<file path="src/rtl/hazard_scoreboard_if.sv">
// Decode <-> scoreboard interface.
//   master : Decode side, drives instruction fields and flush, observes stall/issue/busy_mask
//   slave  : scoreboard side
// Signals:
//   dec_valid, dec_dst, dec_src1, dec_src2, dec_wr_en, dec_src2_en, dec_lat, flush  (Decode -> scoreboard)
//   stall, issue, busy_mask                                                          (scoreboard -> Decode)
interface hazard_scoreboard_if #(
  parameter int NREG  = 32,
  parameter int REG_W = 5,
  parameter int LAT_W = 3
);
  logic             dec_valid;
  logic [REG_W-1:0] dec_dst;
  logic [REG_W-1:0] dec_src1;
  logic [REG_W-1:0] dec_src2;
  logic             dec_wr_en;
  logic             dec_src2_en;
  logic [LAT_W-1:0] dec_lat;
  logic             flush;
  logic             stall;
  logic             issue;
  logic [NREG-1:0]  busy_mask;

  modport master (
    output dec_valid, dec_dst, dec_src1, dec_src2, dec_wr_en, dec_src2_en, dec_lat, flush,
    input  stall, issue, busy_mask
  );

  modport slave (
    input  dec_valid, dec_dst, dec_src1, dec_src2, dec_wr_en, dec_src2_en, dec_lat, flush,
    output stall, issue, busy_mask
  );
endinterface

</file>
<file path="src/rtl/hazard_scoreboard.sv">
// hazard_scoreboard: per-register countdown scoreboard gating issue out of Decode.
// Ports:
//   clk    in  rising-edge clock
//   reset  in  synchronous, active-high; clears every countdown
//   sb     slave modport of hazard_scoreboard_if
//            stall     = dec_valid & (RAW | WAW) & ~flush   (combinational)
//            issue     = dec_valid & ~stall & ~flush        (combinational)
//            busy_mask = bit r set while cnt[r] != 0        (from registered state)
// Register 0 is hardwired zero: it has no counter and is never busy.

// One register's countdown. Priority: reset > clr > load > decrement > hold.
module hsb_cnt_cell #(
  parameter int LAT_W = 3
) (
  input  logic             clk,
  input  logic             reset,
  input  logic             clr,
  input  logic             load,
  input  logic [LAT_W-1:0] load_val,
  output logic             busy
);
  logic [LAT_W-1:0] cnt;

  always_ff @(posedge clk) begin
    if (reset)             cnt <= '0;
    else if (clr)          cnt <= '0;
    else if (load)         cnt <= load_val;
    else if (cnt != '0)    cnt <= cnt - 1'b1;
  end

  assign busy = (cnt != '0);
endmodule

module hazard_scoreboard #(
  parameter int NREG  = 32,
  parameter int REG_W = 5,
  parameter int LAT_W = 3
) (
  input  logic               clk,
  input  logic               reset,
  hazard_scoreboard_if.slave sb
);
  typedef struct packed {
    logic             valid;
    logic [REG_W-1:0] dst;
    logic [REG_W-1:0] src1;
    logic [REG_W-1:0] src2;
    logic             wr_en;
    logic             src2_en;
    logic [LAT_W-1:0] lat;
  } dec_req_t;

  dec_req_t        req;
  logic [NREG-1:0] busy_vec;
  logic            raw, waw, stall, issue, issue_wr;

  assign req = '{valid:   sb.dec_valid,
                 dst:     sb.dec_dst,
                 src1:    sb.dec_src1,
                 src2:    sb.dec_src2,
                 wr_en:   sb.dec_wr_en,
                 src2_en: sb.dec_src2_en,
                 lat:     sb.dec_lat};

  // Hazards are judged on pre-issue state, so src == dst of the same
  // instruction never blocks itself.
  assign raw   = busy_vec[req.src1] | (req.src2_en & busy_vec[req.src2]);
  assign waw   = req.wr_en & busy_vec[req.dst];
  assign stall = req.valid & (raw | waw) & ~sb.flush;
  assign issue = req.valid & ~stall & ~sb.flush;

  // A load only happens when the dst counter is already zero (WAW gate),
  // so load and decrement never collide in a cell.
  assign issue_wr = issue & req.wr_en;

  assign busy_vec[0] = 1'b0;

  for (genvar r = 1; r < NREG; r++) begin : g_reg
    hsb_cnt_cell #(.LAT_W(LAT_W)) u_cell (
      .clk      (clk),
      .reset    (reset),
      .clr      (sb.flush),
      .load     (issue_wr && (req.dst == REG_W'(r))),
      .load_val (req.lat),
      .busy     (busy_vec[r])
    );
  end

  assign sb.stall     = stall;
  assign sb.issue     = issue;
  assign sb.busy_mask = busy_vec;
endmodule

</file>
<file path="src/flat_wrapper.sv">
// flat-port wrapper written by rule: the top's interface ports become plain ports
module hazard_scoreboard_flat 
#(
  parameter int NREG  = 32,
  parameter int REG_W = 5,
  parameter int LAT_W = 3
)
  (clk, reset, sb_dec_valid, sb_dec_dst, sb_dec_src1, sb_dec_src2, sb_dec_wr_en, sb_dec_src2_en, sb_dec_lat, sb_flush, sb_stall, sb_issue, sb_busy_mask);
  hazard_scoreboard_if #(.NREG(NREG), .REG_W(REG_W), .LAT_W(LAT_W)) sb_i ();
  input  logic clk;
  input  logic reset;
  input wire logic [$bits(sb_i.dec_valid)-1:0] sb_dec_valid;
  input wire logic [$bits(sb_i.dec_dst)-1:0] sb_dec_dst;
  input wire logic [$bits(sb_i.dec_src1)-1:0] sb_dec_src1;
  input wire logic [$bits(sb_i.dec_src2)-1:0] sb_dec_src2;
  input wire logic [$bits(sb_i.dec_wr_en)-1:0] sb_dec_wr_en;
  input wire logic [$bits(sb_i.dec_src2_en)-1:0] sb_dec_src2_en;
  input wire logic [$bits(sb_i.dec_lat)-1:0] sb_dec_lat;
  input wire logic [$bits(sb_i.flush)-1:0] sb_flush;
  output wire logic [$bits(sb_i.stall)-1:0] sb_stall;
  output wire logic [$bits(sb_i.issue)-1:0] sb_issue;
  output wire logic [$bits(sb_i.busy_mask)-1:0] sb_busy_mask;
  assign sb_i.dec_valid = sb_dec_valid;
  assign sb_i.dec_dst = sb_dec_dst;
  assign sb_i.dec_src1 = sb_dec_src1;
  assign sb_i.dec_src2 = sb_dec_src2;
  assign sb_i.dec_wr_en = sb_dec_wr_en;
  assign sb_i.dec_src2_en = sb_dec_src2_en;
  assign sb_i.dec_lat = sb_dec_lat;
  assign sb_i.flush = sb_flush;
  assign sb_stall = sb_i.stall;
  assign sb_issue = sb_i.issue;
  assign sb_busy_mask = sb_i.busy_mask;
  hazard_scoreboard #(.NREG(NREG), .REG_W(REG_W), .LAT_W(LAT_W)) u_core (.clk(clk), .reset(reset), .sb(sb_i));
endmodule
</file>
<file path="config.mk">
export PLATFORM = sky130hd
export DESIGN_NAME = hazard_scoreboard_flat
export DESIGN_NICKNAME = d
export VERILOG_FILES = /design/src/rtl/hazard_scoreboard_if.sv /design/src/rtl/hazard_scoreboard.sv /design/src/flat_wrapper.sv
export SDC_FILE = /design/constraint.sdc
export NUM_CORES = 1
export LEC_CHECK = 0
export CORE_ASPECT_RATIO = 1.2
export CORE_UTILIZATION = 55
export CTS_BUF_LIST = sky130_fd_sc_hd__clkbuf_2
export CTS_CLUSTER_DIAMETER = 100
export DETAILED_ROUTE_END_ITERATION = 12
export PLACE_DENSITY = 0.77
export SYNTH_ARGS = -nofsm -noshare
export SYNTH_HDL_FRONTEND = slang
export SYNTH_SLANG_ARGS = --single-unit
</file>
<file path="constraint.sdc">
create_clock -name clk -period 2.9 [get_ports clk]
set_input_delay 0.29 -clock clk [delete_from_list [all_inputs] [get_ports clk]]
set_output_delay 0.29 -clock clk [all_outputs]
set_load 0.02 [all_outputs]
</file>
==> flow_summary.yaml <==
outcome:
  status: "complete, but fails checks"
  violations: "setup timing"
grt:
  grt_pass1_wl_um: 35800
  grt_pass1_vias: 7315
  grt_max_degree: 64
  antenna_found_initial: 1
  grt_util_all_layers: 0.337
  overflow: 0
sta:
  finalSetupViolations: 95
  slew_viol_final: 0
  rsz0062_at_grt: "true"
  hold_ws_ns: 0.457
  max_slew_margin: 0.436
  fin_skew_ns: 0.0395
  finalSetupTns_ns: -25.54
  fin_crit_ns: 3.57
  final_hold_viol_count: 0
  worst_slew_pin_slew_ns: 0.844
  fin_crit_sh: 1.23
  timing.fmax_ghz: 0.280
  setup_slack_ns: -0.674
floorplanning:
  start_util: 0.571
  dieWidth_um: 107
  coreArea_mm2: 0.0128
  dieHeight_um: 129
  row_count: 45
  io_pins: 58
  fp.dieArea_mm2: 0.0138
placed_design:
  io_buffers: 56
  dpl_cell_area_mm2: 0.00920
  dp.cells: 1228
  dp_hpwl_um: 16500
  gp_congestion: 1.04
synthesis:
  netlist_instances: 891
  seq_area_frac_synth: 0.254
  synth_xor_area_frac: 0.0298
  synth_edf_count: 0
  muxShareOfSynthArea: 0.178
  syn_area_mm2: 0.00734
  async_flop_share: 0
  syn_nets: 977
  ys_seq_elements: 93
  synth_top_family_by_area: "simple AND/OR/NAND/NOR gates"
  yosys_warnings: 0
  synth_fa_ha_area_frac: 0.106
  synth-simple-area-share: 0.213
  synth-main-ff-cell: "dfxtp_1"
  syn_area_per_cell_um2: 8.23
  ys_types: 54
  synth_compound_area_frac: 0.108
worst_setup_path:
  cp_slowest_cell: "mux4_2"
  critical_path_buf_inv_count: 3
  worst_path_largest_cell_delay_ns: 0.48
  arrival_ns: 3.28
  worstSetupStartpoint: "u_core.g_reg[24].u_cell.cnt[1]$_SDFFE_PP0P_"
  crit_path_cell_trace: "inv_1 > ha_2 > and2b_2 > inv_2 > mux4_2 > mux4_2 > and2_4 > a211oi_4 > nand2_2 > o21ba_2 > buf_4"
  cp_max_fo: 3
  worst_path_most_repeated_cell: "mux4_2"
  start_kind: "flop"
  worstPathRequired_ns: 2.61
  end_kind: "output port"
  critPathTopFamily: "multiplexers"
  r2r-start: "u_core.g_reg[24].u_cell.cnt[1]$_SDFFE_PP0P_"
  crit_type: "reg2out"
clock_tree:
  clock_path_buffers: 2
  cts_buffers: 9
  cts_sinks: 93
  clock_latency_ns: 0.63
  clk_pin_slew_worst_paths_ns: 0.28
  clockRootBuffer: "clkbuf_2"
  cts_tree: "yes"
  hold_buffers: 0
  htree_levels: 3
drt:
  wire_per_inst_um: 18.7
  drcViolationCount: 0
  vias_per_cell: 5.97
  antenna_left: 0
  firstDrtPassIters: 8
  routed_wirelength_um: 23900
  vias: 7630
  drtIter0Drc: 944
finish:
  drive_gt1_frac: 0.382
  layout.cells.non_filler: 1279
  syn_to_final_growth_pct: 35.8
  final_common_cell: "buf_4"
  layout_common_cells: "buf_4 (226), nand2_1 (121), mux2i_1 (71)"
  largest_reg_flops: 93
  final_area_mm2: 0.00996
  top_register: "u_core.g.u_cell.cnt"
  layout.nets: 1196
  antenna-diode-count: 0
  reg_top3: "u_core.g.u_cell.cnt x93"
power_and_ir_drop:
  combinationalPowerShare: 0.253
  p_sw_uw: 871
  peakVddDrop_uv: 223
  p_int_uw: 1790
  power_density_mw_per_mm2: 267
  switching_share: 0.327
  leakagePower_uw: 0.00471
  seqPwrFrac: 0.490
  pwr-share-clk: 0.257
hold_path:
  hp-start: "reset"
  hold_path_class: "in2reg"
run:
  cap_violations: 0
[cell type report]
type / instances / area (um^2)
Multi-Input combinational cell: 616 / 4980
Fill cell: 851 / 2870
Inverter: 101 / 379
Clock inverter: 7 / 66.3
Tap cell: 164 / 205
Timing Repair Buffer: 289 / 2380
Clock buffer: 9 / 45.0
Sequential cell: 93 / 1900
[metrics by stage]
| stage | power (uW) | setup slack [ns] | util |
|---|---|---|---|
| after floorplan | 1640 | -0.0253 | - |
| after CTS | 2550 | -0.609 | 0.752 |
| after detailed placement | 1880 | -0.658 | 0.717 |
| final | 2660 | -0.674 | 0.776 |
| after global routing | 2730 | -0.763 | 0.776 |
| after global placement | 1880 | -0.630 | 0.717 |
[worst paths after layout]
check	cells past startpoint	end	slack, ns
max reg2reg	12	u_core.g_reg[4].u_cell.cnt[2]$_SDFFE_PP0P_	-0.40
min reg2reg	3	u_core.g_reg[23].u_cell.cnt[0]$_SDFFE_PP0P_	0.57
max	11	sb_stall	-0.67
min	4	u_core.g_reg[17].u_cell.cnt[1]$_SDFFE_PP0P_	0.46
[synth_stat cells (2+ instances only)]
master,number,area [um^2]
o211ai_1,23,173
buf_4,32,240
and2_1,2,12.5
o32ai_1,3,26.3
inv_2,10,37.5
o31ai_1,11,82.6
nor3_1,18,90.1
o41ai_1,5,43.8
mux2_2,25,282
a211oi_1,3,22.5
o2bb2ai_1,4,35.0
nand2b_1,7,43.8
nor2b_1,25,156
nor2_1,66,248
ha_1,62,776
or2_2,3,18.8
and2b_1,5,37.5
o21ai_0,16,80.1
inv_1,91,342
nor2b_2,6,52.6
clkbuf_1,37,139
o2111ai_1,3,26.3
xnor2_1,25,219
buf_2,7,35.0
mux4_2,14,315
a21oi_1,8,40.0
mux2i_1,71,711
nor3b_1,5,37.5
nand3_1,14,70.1
nand2_1,122,458
o41ai_2,10,163
nand4_1,34,213
or3b_2,2,17.5
a221oi_1,2,17.5
dfxtp_1,93,1860
buf_1,5,18.8
a2111oi_0,2,17.5
nand3b_1,4,30.0
[worst min-delay path: stages]
cell	delay, ns
clkdlybuf4s50_1	0.51
nor2_4	0.11
o211ai_1	0.11
mux2i_1	0.07
[power by group through the flow]
stage,clock (uW),combinational (uW),sequential (uW)
finish,685,672,1300
global route,729,698,1300
CTS,675,575,1300
detailed placement,0,558,1320
global placement,0,551,1320
floorplan,0,314,1320
[timing repair]
item	CTS	global route
resized for setup	117	36
setup buffers	13	22
endpoints found under the setup margin	95	95
pin swaps	11	3
cloned	0	1
[cells by family after synthesis]
kind of cell | after synthesis
other cells | 1
simple gates | 322
xor+xnor | 25
compound gates | 96
buf+inv | 182
mux | 110
fa+ha+maj | 62
flops | 93
[routing by layer]
| layer | share of wire | track usage | vias up |
|---|---|---|---|
| li1 | - | - | 3454 |
| met1 | 0.37 | 0.386 | 3558 |
| met2 | 0.48 | 0.585 | 479 |
| met3 | 0.094 | 0.0623 | 139 |
| met4 | 0.058 | 0.198 | 0 |
| met5 | 0 | 0 | - |
(Power assumes the default switching activity.)
